--- src/rtl/ro_puf_pkg.sv ---
// Shared RO PUF definitions: measurement FSM states and default sizes used
// by the counter pair, the A/B comparator and the challenge sequencer.
package ro_puf_pkg;

   typedef enum logic [1:0] {
      IDLE,
      SETTLE,
      MEASURE,
      DONE
   } ro_state_e;

   localparam int CNT_W_DEF  = 16;
   localparam int WINDOW_DEF = 50000;

endpackage

--- src/rtl/ro_edge_counter.sv ---
// One RO channel: synchronizer, rising-edge detect and sticky saturating
// edge counter.
module ro_edge_counter #(
   parameter int CNT_W       = 16,
   parameter int SYNC_STAGES = 2
) (
   input  logic             clk,
   input  logic             rst,
   input  logic             ro,
   input  logic             clr,
   input  logic             en,
   output logic [CNT_W-1:0] count,
   output logic             sat
);

   localparam logic [CNT_W-1:0] CNT_MAX = '1;

   logic [SYNC_STAGES-1:0] sync_q;
   logic                   prev_q;
   logic [CNT_W-1:0]       cnt_q;
   logic                   sat_q;
   logic                   rise;

   assign rise = sync_q[SYNC_STAGES-1] & ~prev_q;

   // count/sat include this cycle's edge so the final window cycle is seen
   // by whoever captures them on the closing clock edge.
   assign count = (en && rise && cnt_q != CNT_MAX) ? cnt_q + 1'b1 : cnt_q;
   assign sat   = sat_q | (count == CNT_MAX);

   always_ff @(posedge clk or posedge rst) begin
      if (rst) begin
         sync_q <= '0;
         prev_q <= 1'b0;
         cnt_q  <= '0;
         sat_q  <= 1'b0;
      end else begin
         sync_q <= {sync_q[SYNC_STAGES-2:0], ro};
         prev_q <= sync_q[SYNC_STAGES-1];
         if (clr) begin
            cnt_q <= '0;
            sat_q <= 1'b0;
         end else begin
            cnt_q <= count;
            sat_q <= sat;
         end
      end
   end

endmodule

--- src/rtl/ro_count_pair.sv ---
// RO PUF measurement front end: counts rising edges of two ring oscillators
// over a fixed clk window and presents both counts with a done pulse.
module ro_count_pair
   import ro_puf_pkg::*;
#(
   parameter int WINDOW_CYCLES = WINDOW_DEF,
   parameter int CNT_W         = CNT_W_DEF,
   parameter int SYNC_STAGES   = 2
) (
   input  logic             clk,
   input  logic             rst,
   input  logic             start,
   input  logic             ro_a,
   input  logic             ro_b,
   output logic             busy,
   output logic             done,
   output logic [CNT_W-1:0] count_a,
   output logic [CNT_W-1:0] count_b,
   output logic             sat_a,
   output logic             sat_b
);

   localparam int WIN_W = $clog2(WINDOW_CYCLES + 1);
   localparam int SET_W = $clog2(SYNC_STAGES + 1);

   ro_state_e        state_q;
   logic [WIN_W-1:0] win_q;
   logic [SET_W-1:0] set_q;
   logic             cnt_clr;
   logic             cnt_en;
   logic [CNT_W-1:0] wcnt_a, wcnt_b;
   logic             wsat_a, wsat_b;

   assign cnt_clr = (state_q == IDLE) && start;
   assign cnt_en  = (state_q == MEASURE);

   ro_edge_counter #(.CNT_W(CNT_W), .SYNC_STAGES(SYNC_STAGES)) u_cnt_a (
      .clk(clk), .rst(rst), .ro(ro_a), .clr(cnt_clr), .en(cnt_en),
      .count(wcnt_a), .sat(wsat_a)
   );

   ro_edge_counter #(.CNT_W(CNT_W), .SYNC_STAGES(SYNC_STAGES)) u_cnt_b (
      .clk(clk), .rst(rst), .ro(ro_b), .clr(cnt_clr), .en(cnt_en),
      .count(wcnt_b), .sat(wsat_b)
   );

   always_ff @(posedge clk or posedge rst) begin
      if (rst) begin
         state_q <= IDLE;
         win_q   <= '0;
         set_q   <= '0;
         busy    <= 1'b0;
         done    <= 1'b0;
         count_a <= '0;
         count_b <= '0;
         sat_a   <= 1'b0;
         sat_b   <= 1'b0;
      end else begin
         unique case (state_q)
            IDLE: begin
               if (start) begin
                  state_q <= SETTLE;
                  busy    <= 1'b1;
                  set_q   <= SET_W'(SYNC_STAGES);
               end
            end
            SETTLE: begin
               if (set_q == SET_W'(1)) begin
                  state_q <= MEASURE;
                  win_q   <= WIN_W'(WINDOW_CYCLES);
               end else begin
                  set_q <= set_q - 1'b1;
               end
            end
            MEASURE: begin
               // Last window cycle: results land together with the done pulse.
               if (win_q == WIN_W'(1)) begin
                  state_q <= DONE;
                  done    <= 1'b1;
                  count_a <= wcnt_a;
                  count_b <= wcnt_b;
                  sat_a   <= wsat_a;
                  sat_b   <= wsat_b;
               end else begin
                  win_q <= win_q - 1'b1;
               end
            end
            DONE: begin
               state_q <= IDLE;
               done    <= 1'b0;
               busy    <= 1'b0;
            end
            default: state_q <= IDLE;
         endcase
      end
   end

endmodule

--- config.mk ---
export PLATFORM = sky130hd
export DESIGN_NAME = ro_count_pair
export DESIGN_NICKNAME = d
export VERILOG_FILES = /design/src/rtl/ro_puf_pkg.sv /design/src/rtl/ro_edge_counter.sv /design/src/rtl/ro_count_pair.sv
export SDC_FILE = /design/constraint.sdc
export NUM_CORES = 1
export LEC_CHECK = 0
export ABC_CLOCK_PERIOD_IN_PS = 6900
export BUFFER_PORTS_ARGS = -buffer_cell sky130_fd_sc_hd__buf_2
export CORE_MARGIN = 2
export CORE_UTILIZATION = 51
export DETAILED_ROUTE_END_ITERATION = 7
export MAX_ROUTING_LAYER = met4
export PLACE_DENSITY = 0.67
export SYNTH_ARGS = -nofsm -noshare
export SYNTH_HDL_FRONTEND = slang
export SYNTH_SLANG_ARGS = --single-unit
--- constraint.sdc ---
create_clock -name clk -period 6.9 [get_ports clk]
set_input_delay 1.38 -clock clk [delete_from_list [all_inputs] [get_ports clk]]
set_output_delay 1.38 -clock clk [all_outputs]
set_load 0.05 [all_outputs]
---- Yosys cells after proc, flatten, opt, wreduce, memory -nomap -nowiden ----
Index checks and enable logic that the tools add are counted.
storage, ports and cells
  register bits ........................... 96
  input bits .............................. 5
  output and inout port bits .............. 36
  logic and storage cells ................. 77
operators by class
  $add $sub $neg .......................... 4
  equality and inequality tests ........... 14
  muxes and demuxes ....................... 20
  bitwise logic cells ..................... 6
  reductions and logical operators ........ 16
operators with widths
  kind                     count
  $mux W16                 6
  $add A16 B1 Y16 const B  2
  $eq A16 B16 Y1 const B   2
  $ne A16 B16 Y1 const B   2
  $pmux W16 S2             1
  $eq A16 B1 Y1 const B    1
  $sub A16 B1 Y16 const B  1
  $mux W2                  5
  $ne A2 B2 Y1 const B     5
  $reduce_and A3 Y1        3
  $pmux W2 S4              1
  $reduce_bool A2 Y1       4
  $reduce_and A2 Y1        3
  $logic_and A1 B1 Y1      5
  $eq A2 B1 Y1 const B     2
  $eq A2 B2 Y1 const B     2
  $mux W1                  4
  $pmux W1 S2              2
  $pmux W2 S2              1
  $and A1 B1 Y1            2
  $logic_not A2 Y1         1
  $not A1 Y1               2
  $or A1 B1 Y1             2
  $sub A2 B1 Y2 const B    1

---- Longest topological paths before layout ----
  depth in word-level cells ............... 8
  depth in mapped cells ................... 10
  gate-level depth less buffers ........... 8

---- Cells and area by module ----
Synthesis repeated with hierarchy kept, for this count alone.
second synthesis, totals
  cells, all modules ...................... 467
  area total of the unflattened synthesis .. 5018.6 um^2
by module, submodules not included
  module           times used  cells an instance  area each (um^2)  seq. area each (um^2)
  ro_count_pair    1           225                2683.8            1401.3
  ro_edge_counter  2           121                1167.4            500.5

---- Worst setup path after synthesis ----
OpenSTA, ideal clock, no wires.
  path kind ............................... register -> register
  from .................................... register state_q[0]
  to ...................................... register sat_b
  library setup time ...................... 82 ps
  arrival ................................. 2532 ps
  required time ........................... 6818 ps
  setup slack ............................. 4286 ps
  cell stages (with the launch flop) ...... 9
  path buffers ............................ 1
  path through ............................ dfrtp_1 > inv_1 > ha_1 > clkbuf_1 > nand3b_1 > or4b_2 > a221o_1 > or4b_1 > a31oi_1
between the ends
  cells in the longest elaborated chain, start to end .. 6
  elaborated cells between the ends (all ways) .. 7
ends and longest elaborated chain
  element                            line                                      source
  start, declared                    ro_count_pair.sv:26                       ro_state_e state_q;
  start signal, assigned             ro_count_pair.sv:49                       state_q <= IDLE;
  start signal, assigned             ro_count_pair.sv:62                       state_q <= SETTLE;
  start signal, assigned             ro_count_pair.sv:69                       state_q <= MEASURE;
  $eq A2 B2 Y1 (*)                   ro_count_pair.sv:35, ro_count_pair.sv:59
  $logic_and A1 B1 Y1 (2 in series)  ro_edge_counter.sv:28                     assign count = (en && rise && cnt_q != CNT_MAX) ? cnt_q + 1'b1 : cnt_q;
  $mux W16                           ro_edge_counter.sv:28
  $eq A16 B16 Y1                     ro_edge_counter.sv:29                     assign sat = sat_q | (count == CNT_MAX);
  $or A1 B1 Y1                       ro_edge_counter.sv:29
  end signal, assigned               ro_count_pair.sv:83                       sat_b <= wsat_b;
  end, declared                      ro_count_pair.sv:20                       output logic sat_b
Mark *: on every way between the ends. The rest lies on a longest branch, timed or not.
A chain may end at the register's enable or synchronous reset.

---- Worst setup path after layout ----
Same ends and word-level chain as after synthesis.

==> impl_metrics.py <==
metrics = {
    "outcome": {
        "status": "complete, no violations",
    },
    "sta": {
        "finalClockSkew_ns": 0.01211,
        "whs_ns": 0.3809,
        "maxSlewViolCount": 0,
        "layout_worst_path_cycle_share": 0.4633,
        "setup_viol": 0,
        "slew_headroom": 0.3567,
        "hold_viol_final": 0,
        "period_needed_ns": 3.197,
        "worstMarginPinSlew_ns": 0.9598,
        "finalSetupTns_ns": 0,
        "rsz0062_at_grt": "no",
        "max_freq_mhz": 312.8,
    },
    "setup_path": {
        "startpoint_type": "flop",
        "cp_max_fo": 17,
        "critical_path_class": "flop to flop",
        "endpoint_kind": "flop",
        "crit_arrival_ns": 3.47,
        "crit_required_ns": 7.17,
    },
    "grt": {
        "first_global_vias": 3587,
        "grt_max_degree": 62,
        "grt_first_pass_wirelength_mm": 17.51,
        "antenna_found_initial": 0,
        "grt_overflow": 0,
        "track_usage": 0.2223,
    },
    "routing": {
        "drcViolationCount": 0,
        "vias": 3715,
        "finalWirelength_mm": 10.27,
        "avgViaCountPerCell": 5.733,
        "postRouteAntennaNets": 0,
        "wl_per_cell_um": 15.85,
        "drtIter0Drc": 224,
        "drtPass1Iterations": 4,
    },
    "placed_design": {
        "dp.final_hpwl_mm": 7.253,
        "placed_area_sq_um": 5040,
        "gp_congestion": 0.9658,
        "portBuffers": 40,
    },
    "power_and_ir_drop": {
        "total_power_mw": 1.499,
        "peakVddDrop_v": 0.0001762,
        "cellPowerDensity_nw_per_um2": 286.0,
        "p_leak_nw": 2.289,
    },
    "synthesis": {
        "yosysTopAreaCellShare": 0.5009,
        "ys.flop_type": "dfrtp_1",
        "synth-edff-count": 0,
        "ys_warn_count": 0,
        "ys_top_cells_by_area": "dfrtp_1 50%, nor2_1 5.9%, xnor2_1 3.5%, nand2_1 3.3%, a21oi_1 2.9%",
        "synthArstFlopShare": 1.000,
        "synth_cell_types": 56,
        "syn_inst": 502,
        "syn_area_per_cell_sq_um": 9.553,
        "syn_nets": 516,
        "synth.cell_area_sq_um": 4796,
        "synth_top_area_cell": "dfrtp_1",
        "synth-seq-cells": 96,
        "yosysSeqAreaShare": 0.5009,
    },
    "clock_network": {
        "cts_hold_buffers": 0,
        "cts_resized": 0,
        "cts_buffers": 9,
        "cts.sinks": 96,
        "clock_latency_ns": 0.35,
        "cts-root-buf": "clkbuf_8",
        "clk_pin_slew_ns": 0.09,
        "cts_tree": "yes",
        "htree_levels": 3,
        "clk_path_buf_depth": 2,
        "cts_setup_buffers": 0,
    },
    "floorplan": {
        "dieWidth_um": 101.0,
        "dieArea_sq_um": 10190,
        "die_h_um": 101.0,
        "ios": 41,
        "start_util": 0.5215,
        "rows": 35,
        "core_sq_um": 9196,
    },
    "layout": {
        "final_common_cell": "dfrtp_1",
        "utilization": 0.5699,
        "drive_above_1_share": 0.1285,
        "layout_common_cells": "96 x dfrtp_1, 76 x nor2_1, 42 x nand2_1, 40 x buf_2, 28 x a21oi_1",
        "n_antenna_cell": 0,
        "area_growth_pct": 9.288,
        "finalInstanceArea_sq_um": 5241,
        "num-nets-final": 547,
        "nFillCells": 830,
    },
    "hold_path": {
        "holdCritPathClass": "flop to flop",
    },
    "job": {
        "cap_viol_max_count": 0,
    },
}
-- cell type report --
| class | count | area (sq um) | area share |
|---|---|---|---|
| clock buffer | 11 | 131.4 | 0.02507 |
| clock inverter | 4 | 70.07 | 0.01337 |
| inverter | 18 | 70.07 | 0.01337 |
| multi-input combinational | 366 | 2213 | 0.4223 |
| sequential | 96 | 2402 | 0.4583 |
| tap | 111 | 138.9 | 0.02650 |
| timing repair buffer | 42 | 215.2 | 0.04106 |
-- state kept, by name (all words and copies together), names as in the netlist --
signal and flops:
u_cnt_b.sat_q 1, set_q 2, sat_a 1, u_cnt_b.sync_q 2
state_q 2, u_cnt_b.cnt_q 16, u_cnt_a.sync_q 2, u_cnt_a.sat_q 1
count_b 16, busy 1, done 1, u_cnt_a.prev_q 1
u_cnt_b.prev_q 1, sat_b 1, count_a 16, win_q 16
u_cnt_a.cnt_q 16
-- kinds of logic (layout without fill, tap and decap cells) --
family | Yosys count | in the layout | synth area share
compound gates | 88 | 88 | 0.1161
mux | 12 | 12 | 0.02583
xor+xnor | 23 | 23 | 0.04200
simple gates | 234 | 234 | 0.2541
flops | 96 | 96 | 0.5009
buf+inv | 40 | 75 | 0.03757
fa+ha+maj | 9 | 9 | 0.02348
-- power breakdown --
group | switching, mW | leakage, nW | internal, mW
sequential | 0.0772 | 1.29 | 0.636
combinational | 0.249 | 0.900 | 0.150
clock | 0.185 | 0.103 | 0.202
total | 0.511 | 2.29 | 0.988
-- path summary, 6_finish.rpt --
| check | slack [ns] | to | startpoint | cells past startpoint |
|---|---|---|---|---|
| max | 3.70 | sat_b | state_q[0] | 8 |
| min | 0.38 | u_cnt_b.sync_q[1] | u_cnt_b.sync_q[0] | 0 |
| max reg2reg | 3.70 | sat_b | state_q[0] | 8 |
| min reg2reg | 0.38 | u_cnt_b.sync_q[1] | u_cnt_b.sync_q[0] | 0 |
| max in group asynchronous | 4.75 | u_cnt_a.cnt_q[6] | rst | 3 |
| min in group asynchronous | 1.03 | set_q[0] | rst | 2 |
-- synthesized netlist by cell type, types with 10 or more instances --
| cell | n |
|---|---|
| dfrtp_1 | 96 |
| nor2_1 | 76 |
| nand2_1 | 42 |
| a21oi_1 | 28 |
| o21ai_0 | 27 |
| xnor2_1 | 19 |
| inv_1 | 18 |
| nand4_1 | 17 |
| nor3_1 | 17 |
| nand3_1 | 16 |
| clkbuf_1 | 13 |
| and4_1 | 10 |
| nor4_1 | 10 |
-- routing by layer --
layer  routed length (um)  track usage
met1                 5107       0.3248
met2                 4633       0.3292
met3                  400      0.02566
met4                  131      0.06445
met5                    0            -
-- metrics by stage --
stage,cells,worst slack [ns]
after global routing,648,3.404
final,648,3.703
after CTS,648,3.655
after detailed placement,633,3.714
after floorplan,502,3.015
after global placement,633,3.755
-- worst max-delay path, stage by stage, from the launching register on --
cell      delay [ns]
dfrtp_1         0.42
inv_1           0.10
ha_1            0.57
nand4b_1        0.34
nor4_1          0.32
mux2i_1         0.18
or4_1           0.41
or4b_1          0.58
a31oi_1         0.20
Note: power is estimated with default switching activity, not from simulation.
